===== src/rtl/mac_sched_pkg.sv =====
// Shared defaults, tag type and ID-width helper for the MAC scheduler.
package mac_sched_pkg;

   localparam int N_DEF       = 4;
   localparam int WIDTH_DEF   = 8;
   localparam int MAC_LAT_DEF = 2;
   // Tags carry IDs at this fixed width, so up to 2**MAX_IDW requesters fit.
   localparam int MAX_IDW     = 8;

   typedef struct packed {
      logic               v;
      logic [MAX_IDW-1:0] id;
   } tag_t;

   function automatic int id_width(input int n);
      return (n <= 1) ? 1 : $clog2(n);
   endfunction

endpackage


===== src/rtl/mac_scheduler_rr_arbiter.sv =====
// Round-robin arbiter: first eligible index at or after ptr, wrapping mod N.
module rr_arbiter
   import mac_sched_pkg::*;
#(
   parameter  int N   = N_DEF,
   localparam int IDW = id_width(N)
) (
   input  logic [N-1:0]   eligible,
   input  logic [IDW-1:0] ptr,
   output logic [N-1:0]   grant_oh,
   output logic [IDW-1:0] grant_idx,
   output logic           any_grant
);

   logic [IDW-1:0] cand;

   // Scan from the farthest offset back towards ptr so the nearest eligible index wins.
   always_comb begin
      // NOTE: every always_comb output gets a default first so no path can infer a latch.
      grant_oh  = '0;
      grant_idx = '0;
      any_grant = 1'b0;
      cand      = '0;
      for (int k = N - 1; k >= 0; k--) begin
         cand = IDW'((int'(ptr) + k) % N);
         if (eligible[cand]) begin
            grant_idx = cand;
            any_grant = 1'b1;
         end
      end
      grant_oh[grant_idx] = any_grant;
   end

endmodule


===== src/rtl/mac_scheduler.sv =====
// Shares one pipelined MAC among N requesters; results return in issue order with their ID.
module mac_scheduler
   import mac_sched_pkg::*;
#(
   parameter  int N       = N_DEF,
   parameter  int WIDTH   = WIDTH_DEF,
   parameter  int MAC_LAT = MAC_LAT_DEF,
   localparam int IDW     = id_width(N)
) (
   input  logic               clk,
   input  logic               rst_n,
   input  logic [N-1:0]       cfg_en,
   input  logic [N-1:0]       req_valid,
   output logic [N-1:0]       req_ready,
   input  logic [N*WIDTH-1:0] req_a,
   input  logic [N*WIDTH-1:0] req_b,
   input  logic [N*WIDTH-1:0] req_c,
   output logic [WIDTH-1:0]   mac_a,
   output logic [WIDTH-1:0]   mac_b,
   output logic [WIDTH-1:0]   mac_c,
   output logic               mac_issue,
   input  logic [2*WIDTH-1:0] mac_res,
   output logic               rsp_valid,
   output logic [IDW-1:0]     rsp_id,
   output logic [2*WIDTH-1:0] rsp_data,
   output logic               busy,
   output logic [15:0]        ops_cnt
);

   logic [N-1:0]       eligible, grant_oh;
   logic [IDW-1:0]     grant_idx, ptr_q, ptr_d;
   logic               any_grant, xfer, tags_live;
   logic [WIDTH-1:0]   mac_a_q, mac_a_d, mac_b_q, mac_b_d, mac_c_q, mac_c_d;
   logic               mac_issue_q, mac_issue_d;
   tag_t               tag_q [MAC_LAT+1];
   tag_t               tag_d [MAC_LAT+1];
   logic               rsp_valid_q, rsp_valid_d;
   logic [IDW-1:0]     rsp_id_q, rsp_id_d;
   logic [2*WIDTH-1:0] rsp_data_q, rsp_data_d;
   logic [15:0]        ops_cnt_q, ops_cnt_d;

   assign eligible = req_valid & cfg_en;

   rr_arbiter #(.N(N)) u_arb (
      .eligible  (eligible),
      .ptr       (ptr_q),
      .grant_oh  (grant_oh),
      .grant_idx (grant_idx),
      .any_grant (any_grant)
   );

   // Grants are held off during reset so no requester handshakes into a cleared pipe.
   assign req_ready = grant_oh & {N{rst_n}};
   assign xfer      = any_grant & rst_n;

   always_comb begin
      ptr_d       = ptr_q;
      mac_a_d     = mac_a_q;
      mac_b_d     = mac_b_q;
      mac_c_d     = mac_c_q;
      mac_issue_d = xfer;
      if (xfer) begin
         ptr_d = (grant_idx == IDW'(N - 1)) ? '0 : grant_idx + 1'b1;
         for (int i = 0; i < N; i++) begin
            if (grant_idx == IDW'(i)) begin
               mac_a_d = req_a[i*WIDTH +: WIDTH];
               mac_b_d = req_b[i*WIDTH +: WIDTH];
               mac_c_d = req_c[i*WIDTH +: WIDTH];
            end
         end
      end

      tag_d[0].v  = xfer;
      tag_d[0].id = MAX_IDW'(grant_idx);
      for (int s = 1; s <= MAC_LAT; s++) tag_d[s] = tag_q[s-1];

      // The last tag stage lines up with the cycle mac_res carries that op's result.
      rsp_valid_d = tag_q[MAC_LAT].v;
      rsp_id_d    = rsp_id_q;
      rsp_data_d  = rsp_data_q;
      ops_cnt_d   = ops_cnt_q;
      if (tag_q[MAC_LAT].v) begin
         rsp_id_d   = IDW'(tag_q[MAC_LAT].id);
         rsp_data_d = mac_res;
         if (ops_cnt_q != 16'hFFFF) ops_cnt_d = ops_cnt_q + 16'd1;
      end
   end

   always_comb begin
      tags_live = 1'b0;
      for (int s = 0; s <= MAC_LAT; s++) tags_live = tags_live | tag_q[s].v;
   end

   // NOTE: state updates use non-blocking assignments so every flop samples pre-edge values.
   always_ff @(posedge clk or negedge rst_n) begin
      if (!rst_n) begin
         ptr_q       <= '0;
         mac_a_q     <= '0;
         mac_b_q     <= '0;
         mac_c_q     <= '0;
         mac_issue_q <= 1'b0;
         rsp_valid_q <= 1'b0;
         rsp_id_q    <= '0;
         rsp_data_q  <= '0;
         ops_cnt_q   <= '0;
         // NOTE: the tag pipe is reset, unlike a plain data array, because its valid bits gate responses.
         for (int s = 0; s <= MAC_LAT; s++) tag_q[s] <= '0;
      end else begin
         ptr_q       <= ptr_d;
         mac_a_q     <= mac_a_d;
         mac_b_q     <= mac_b_d;
         mac_c_q     <= mac_c_d;
         mac_issue_q <= mac_issue_d;
         rsp_valid_q <= rsp_valid_d;
         rsp_id_q    <= rsp_id_d;
         rsp_data_q  <= rsp_data_d;
         ops_cnt_q   <= ops_cnt_d;
         tag_q       <= tag_d;
      end
   end

   assign mac_a     = mac_a_q;
   assign mac_b     = mac_b_q;
   assign mac_c     = mac_c_q;
   assign mac_issue = mac_issue_q;
   assign rsp_valid = rsp_valid_q;
   assign rsp_id    = rsp_id_q;
   assign rsp_data  = rsp_data_q;
   assign ops_cnt   = ops_cnt_q;
   assign busy      = mac_issue_q | tags_live;

endmodule

===== config.mk =====
export PLATFORM = sky130hd
export DESIGN_NAME = mac_scheduler
export DESIGN_NICKNAME = d
export VERILOG_FILES = /design/src/rtl/mac_sched_pkg.sv /design/src/rtl/mac_scheduler_rr_arbiter.sv /design/src/rtl/mac_scheduler.sv
export SDC_FILE = /design/constraint.sdc
export NUM_CORES = 1
export LEC_CHECK = 0
export ABC_AREA = 1
export BUFFER_PORTS_ARGS = -buffer_cell sky130_fd_sc_hd__buf_2
export CAP_MARGIN = 25
export CELL_PAD_IN_SITES_DETAIL_PLACEMENT = 1
export CELL_PAD_IN_SITES_GLOBAL_PLACEMENT = 1
export CORE_MARGIN = 4
export CORE_UTILIZATION = 32
export CTS_CLUSTER_SIZE = 30
export DETAILED_ROUTE_END_ITERATION = 8
export PLACE_DENSITY_LB_ADDON = 0.25
export SYNTH_ARGS = -nofsm -noshare
export SYNTH_HDL_FRONTEND = slang
export SYNTH_SLANG_ARGS = --single-unit

===== constraint.sdc =====
create_clock -name clk -period 3.1 [get_ports clk]
set_input_delay 0.465 -clock clk [delete_from_list [all_inputs] [get_ports clk]]
set_output_delay 0.465 -clock clk [all_outputs]
set_load 0.05 [all_outputs]

==> results.yml <==
setup_path:
  cp.arrival_ps: 2450
  path_cells: "buf_2 > xnor2_2 > nand2_1 > nand3_1 > nand2_1 > nand2_1 > nand2_2 > inv_2 > ha_2 > buf_4 > inv_1 > nor2_2 > buf_6"
  endpoint_kind: "output port"
  crit_fanout: 6
  crit_required_ps: 2630
  cp-start-kind: "flop"
  cp.buffers_inverters: 5
  crit_path_top_delay_cell: "dfrtp_2"
  worstSetupPathType: "flop to output port"
  max_stage_delay_ps: 460
  critPathTopFamily: "buffers and inverters"
  worst_path_most_repeated_cell: "nand2_1"
sta:
  tightest_slew_ps: 616
  final_min_period_over_clock_period: 0.939
  final.min_clock_period_ps: 2910
  timing.slew.headroom: 0.589
  finClkSkew_ps: 4.54
  fmax_ghz: 0.344
  setup_viol: 0
  finalHoldViolations: 0
  rsz0062_at_grt: "no"
  drv_slew: 0
place:
  gp_congestion: 0.851
  dpl.hpwl_um: 9820
  placed_area_mm2: 0.00482
  io_buffers: 186
logic_synthesis:
  synth_area_leaders: "dfrtp_1 47%, nand2_1 11%, mux2_2 5.4%"
  synth_top_cell_area_share: 0.468
  async_reset_ff_frac: 1.00
  seq_area_frac_synth: 0.468
  yosys.area.top_type: "dfrtp_1"
  postSynthAreaPerCell_um2: 8.57
  syn_nets: 564
  synthMostInstantiatedCell: "nand2_1"
  synthFlopType: "dfrtp_1"
  yosys_warnings: 0
  synth_area_mm2: 0.00374
  ys_seq_elements: 70
  syn_inst: 437
  synth_edf_count: 0
  synth_common_cells: "107 x nand2_1, 70 x dfrtp_1, 39 x nor2_1"
  ys_types: 32
clock_tree:
  numClockSinks: 70
  cts_tree: "built"
  path_clk_slew_ps: 60
  clkLatencyLatePin_ps: 330
  cts_buffers: 9
  htree_levels: 3
  cts_buffer_depth: 2
  clockRootBuffer: "clkbuf_16"
route:
  drt_iter0_markers: 154
  drtPass1Iterations: 4
  wire_per_inst_um: 16.8
  routed_wirelength_um: 12900
  routed_via_density: 4.93
  ant_nets: 0
  drc: 0
  vias: 3789
final_layout:
  layout-drive-gt1-share: 0.400
  nFillCells: 1437
  area_growth_pct: 36.8
  nNetsFinal: 748
  final_core_util: 0.449
  fin_area_mm2: 0.00512
global_route:
  antenna_found_initial: 0
  grt_pass1_vias: 4026
  grt_use_total: 0.191
  grt_overflow: 0
  grt_max_degree: 44
  grt_pass1_wl_um: 20100
run:
  cap_violations: 0
die:
  initial_core_util: 0.328
  coreArea_mm2: 0.0114
  ios: 187
  fp.dieArea_mm2: 0.0135
  die_h_um: 116
  rows: 39
  die_w_um: 116
status:
  status: "finished, final reports clean"
hold_path:
  hp-class: "primary input to asynchronous set/reset pin"
==> placed cells by master (no fill, tap or decap) <==
| cell type | netlist | final |
|---|---|---|
| nand3_4 | 1 | 1 |
| dfrtp_2 | 0 | 1 |
| xnor2_2 | 1 | 1 |
| nor3_1 | 3 | 3 |
| nand2_2 | 1 | 2 |
| inv_2 | 3 | 5 |
| ha_1 | 5 | 4 |
| buf_4 | 1 | 10 |
| o21ai_2 | 2 | 3 |
| nand3b_1 | 1 | 1 |
| nand3_2 | 1 | 1 |
| a22oi_1 | 24 | 24 |
| clkbuf_16 | 0 | 9 |
| nor2_1 | 39 | 38 |
| xnor2_1 | 3 | 3 |
| o21ai_1 | 15 | 15 |
| nand2_4 | 1 | 1 |
| buf_6 | 3 | 1 |
| ha_2 | 0 | 1 |
| mux2_2 | 18 | 18 |
| clkinv_2 | 0 | 1 |
| inv_1 | 21 | 19 |
| buf_12 | 0 | 1 |
| diode_2 | 0 | 1 |
| nand4_1 | 29 | 29 |
| nand2_1 | 107 | 106 |
| clkbuf_8 | 0 | 2 |
| dfrtp_1 | 70 | 69 |
| nor2_4 | 2 | 3 |
| or3_1 | 1 | 1 |
| o21ai_0 | 36 | 35 |
| clkbuf_1 | 13 | 3 |
| buf_2 | 5 | 185 |
| xor2_1 | 9 | 9 |
| a21oi_1 | 1 | 1 |
| xor2_2 | 1 | 1 |
| nor2_2 | 3 | 3 |
| nand3_1 | 15 | 15 |
==> sequential cells by signal, indices dropped and copies added (netlist names) <==
name         count
mac_c            8
ptr_q            2
rsp_valid_d      1
rsp_id           2
tag_q            2
mac_a            8
ops_cnt         16
mac_b            8
rsp_valid        1
tag_d            6
rsp_data        16
==> timing repair <==
action | 4_1_cts | 5_1_grt
endpoints found under the hold margin | 0 | 0
setup buffers | 0 | 1
gates resized for setup | 3 | 9
endpoints found under the setup margin | 27 | 27
pin swaps | 0 | 1
hold buffers | 0 | 0
==> path summary, 6_finish.rpt <==
kind,startpoint,to,slack [ps],cells past startpoint
min,rst_n,ops_cnt[6],60,1
max,ptr_q[0],req_ready[3],190,13
max reg2reg,ptr_q[0],mac_a[0],300,15
min in group clk,tag_d[1],tag_q[1],350,0
max in group asynchronous,rst_n,mac_a[2],1790,3
min reg2reg,tag_d[1],tag_q[1],350,0
==> routing by layer <==
metal  track usage  vias up  routed length, um
li1              -     1847                  -
met5             0        -                  0
met4        0.0766        0                263
met1         0.224     1812               5260
met2         0.344      111               6720
met3        0.0337       19                696
==> kinds of logic after synthesis <==
family,synth area share
xor+xnor,0.0368
mux,0.0541
flops,0.468
buf+inv,0.0568
compound gates,0.122
simple gates,0.246
fa+ha+maj,0.0167
==> layout make-up <==
class	instances	area, um^2	share of cell area
Antenna cell	1	2.50	0.000489
Tap cell	143	179	0.0349
Sequential cell	70	1750	0.342
Timing Repair Buffer	197	1030	0.202
Clock buffer	14	264	0.0515
Inverter	24	90.1	0.0176
Clock inverter	1	5.00	0.000977
Multi-Input combinational cell	319	1800	0.351
==> metrics by stage <==
stage	worst slack (ps)	cells	hold slack, ps	setup TNS, ps
after floorplan	60.8	437	169	0
after global placement	-42.5	752	337	-284
after detailed placement	-242	752	337	-4620
after CTS	27.0	767	67.7	0
after global routing	21.0	768	89.9	0
final	189	769	63.6	0
Power is left out: the tool's default activity adds up to more than one toggle a clock period on the data nets, which glitch-free logic cannot reach.
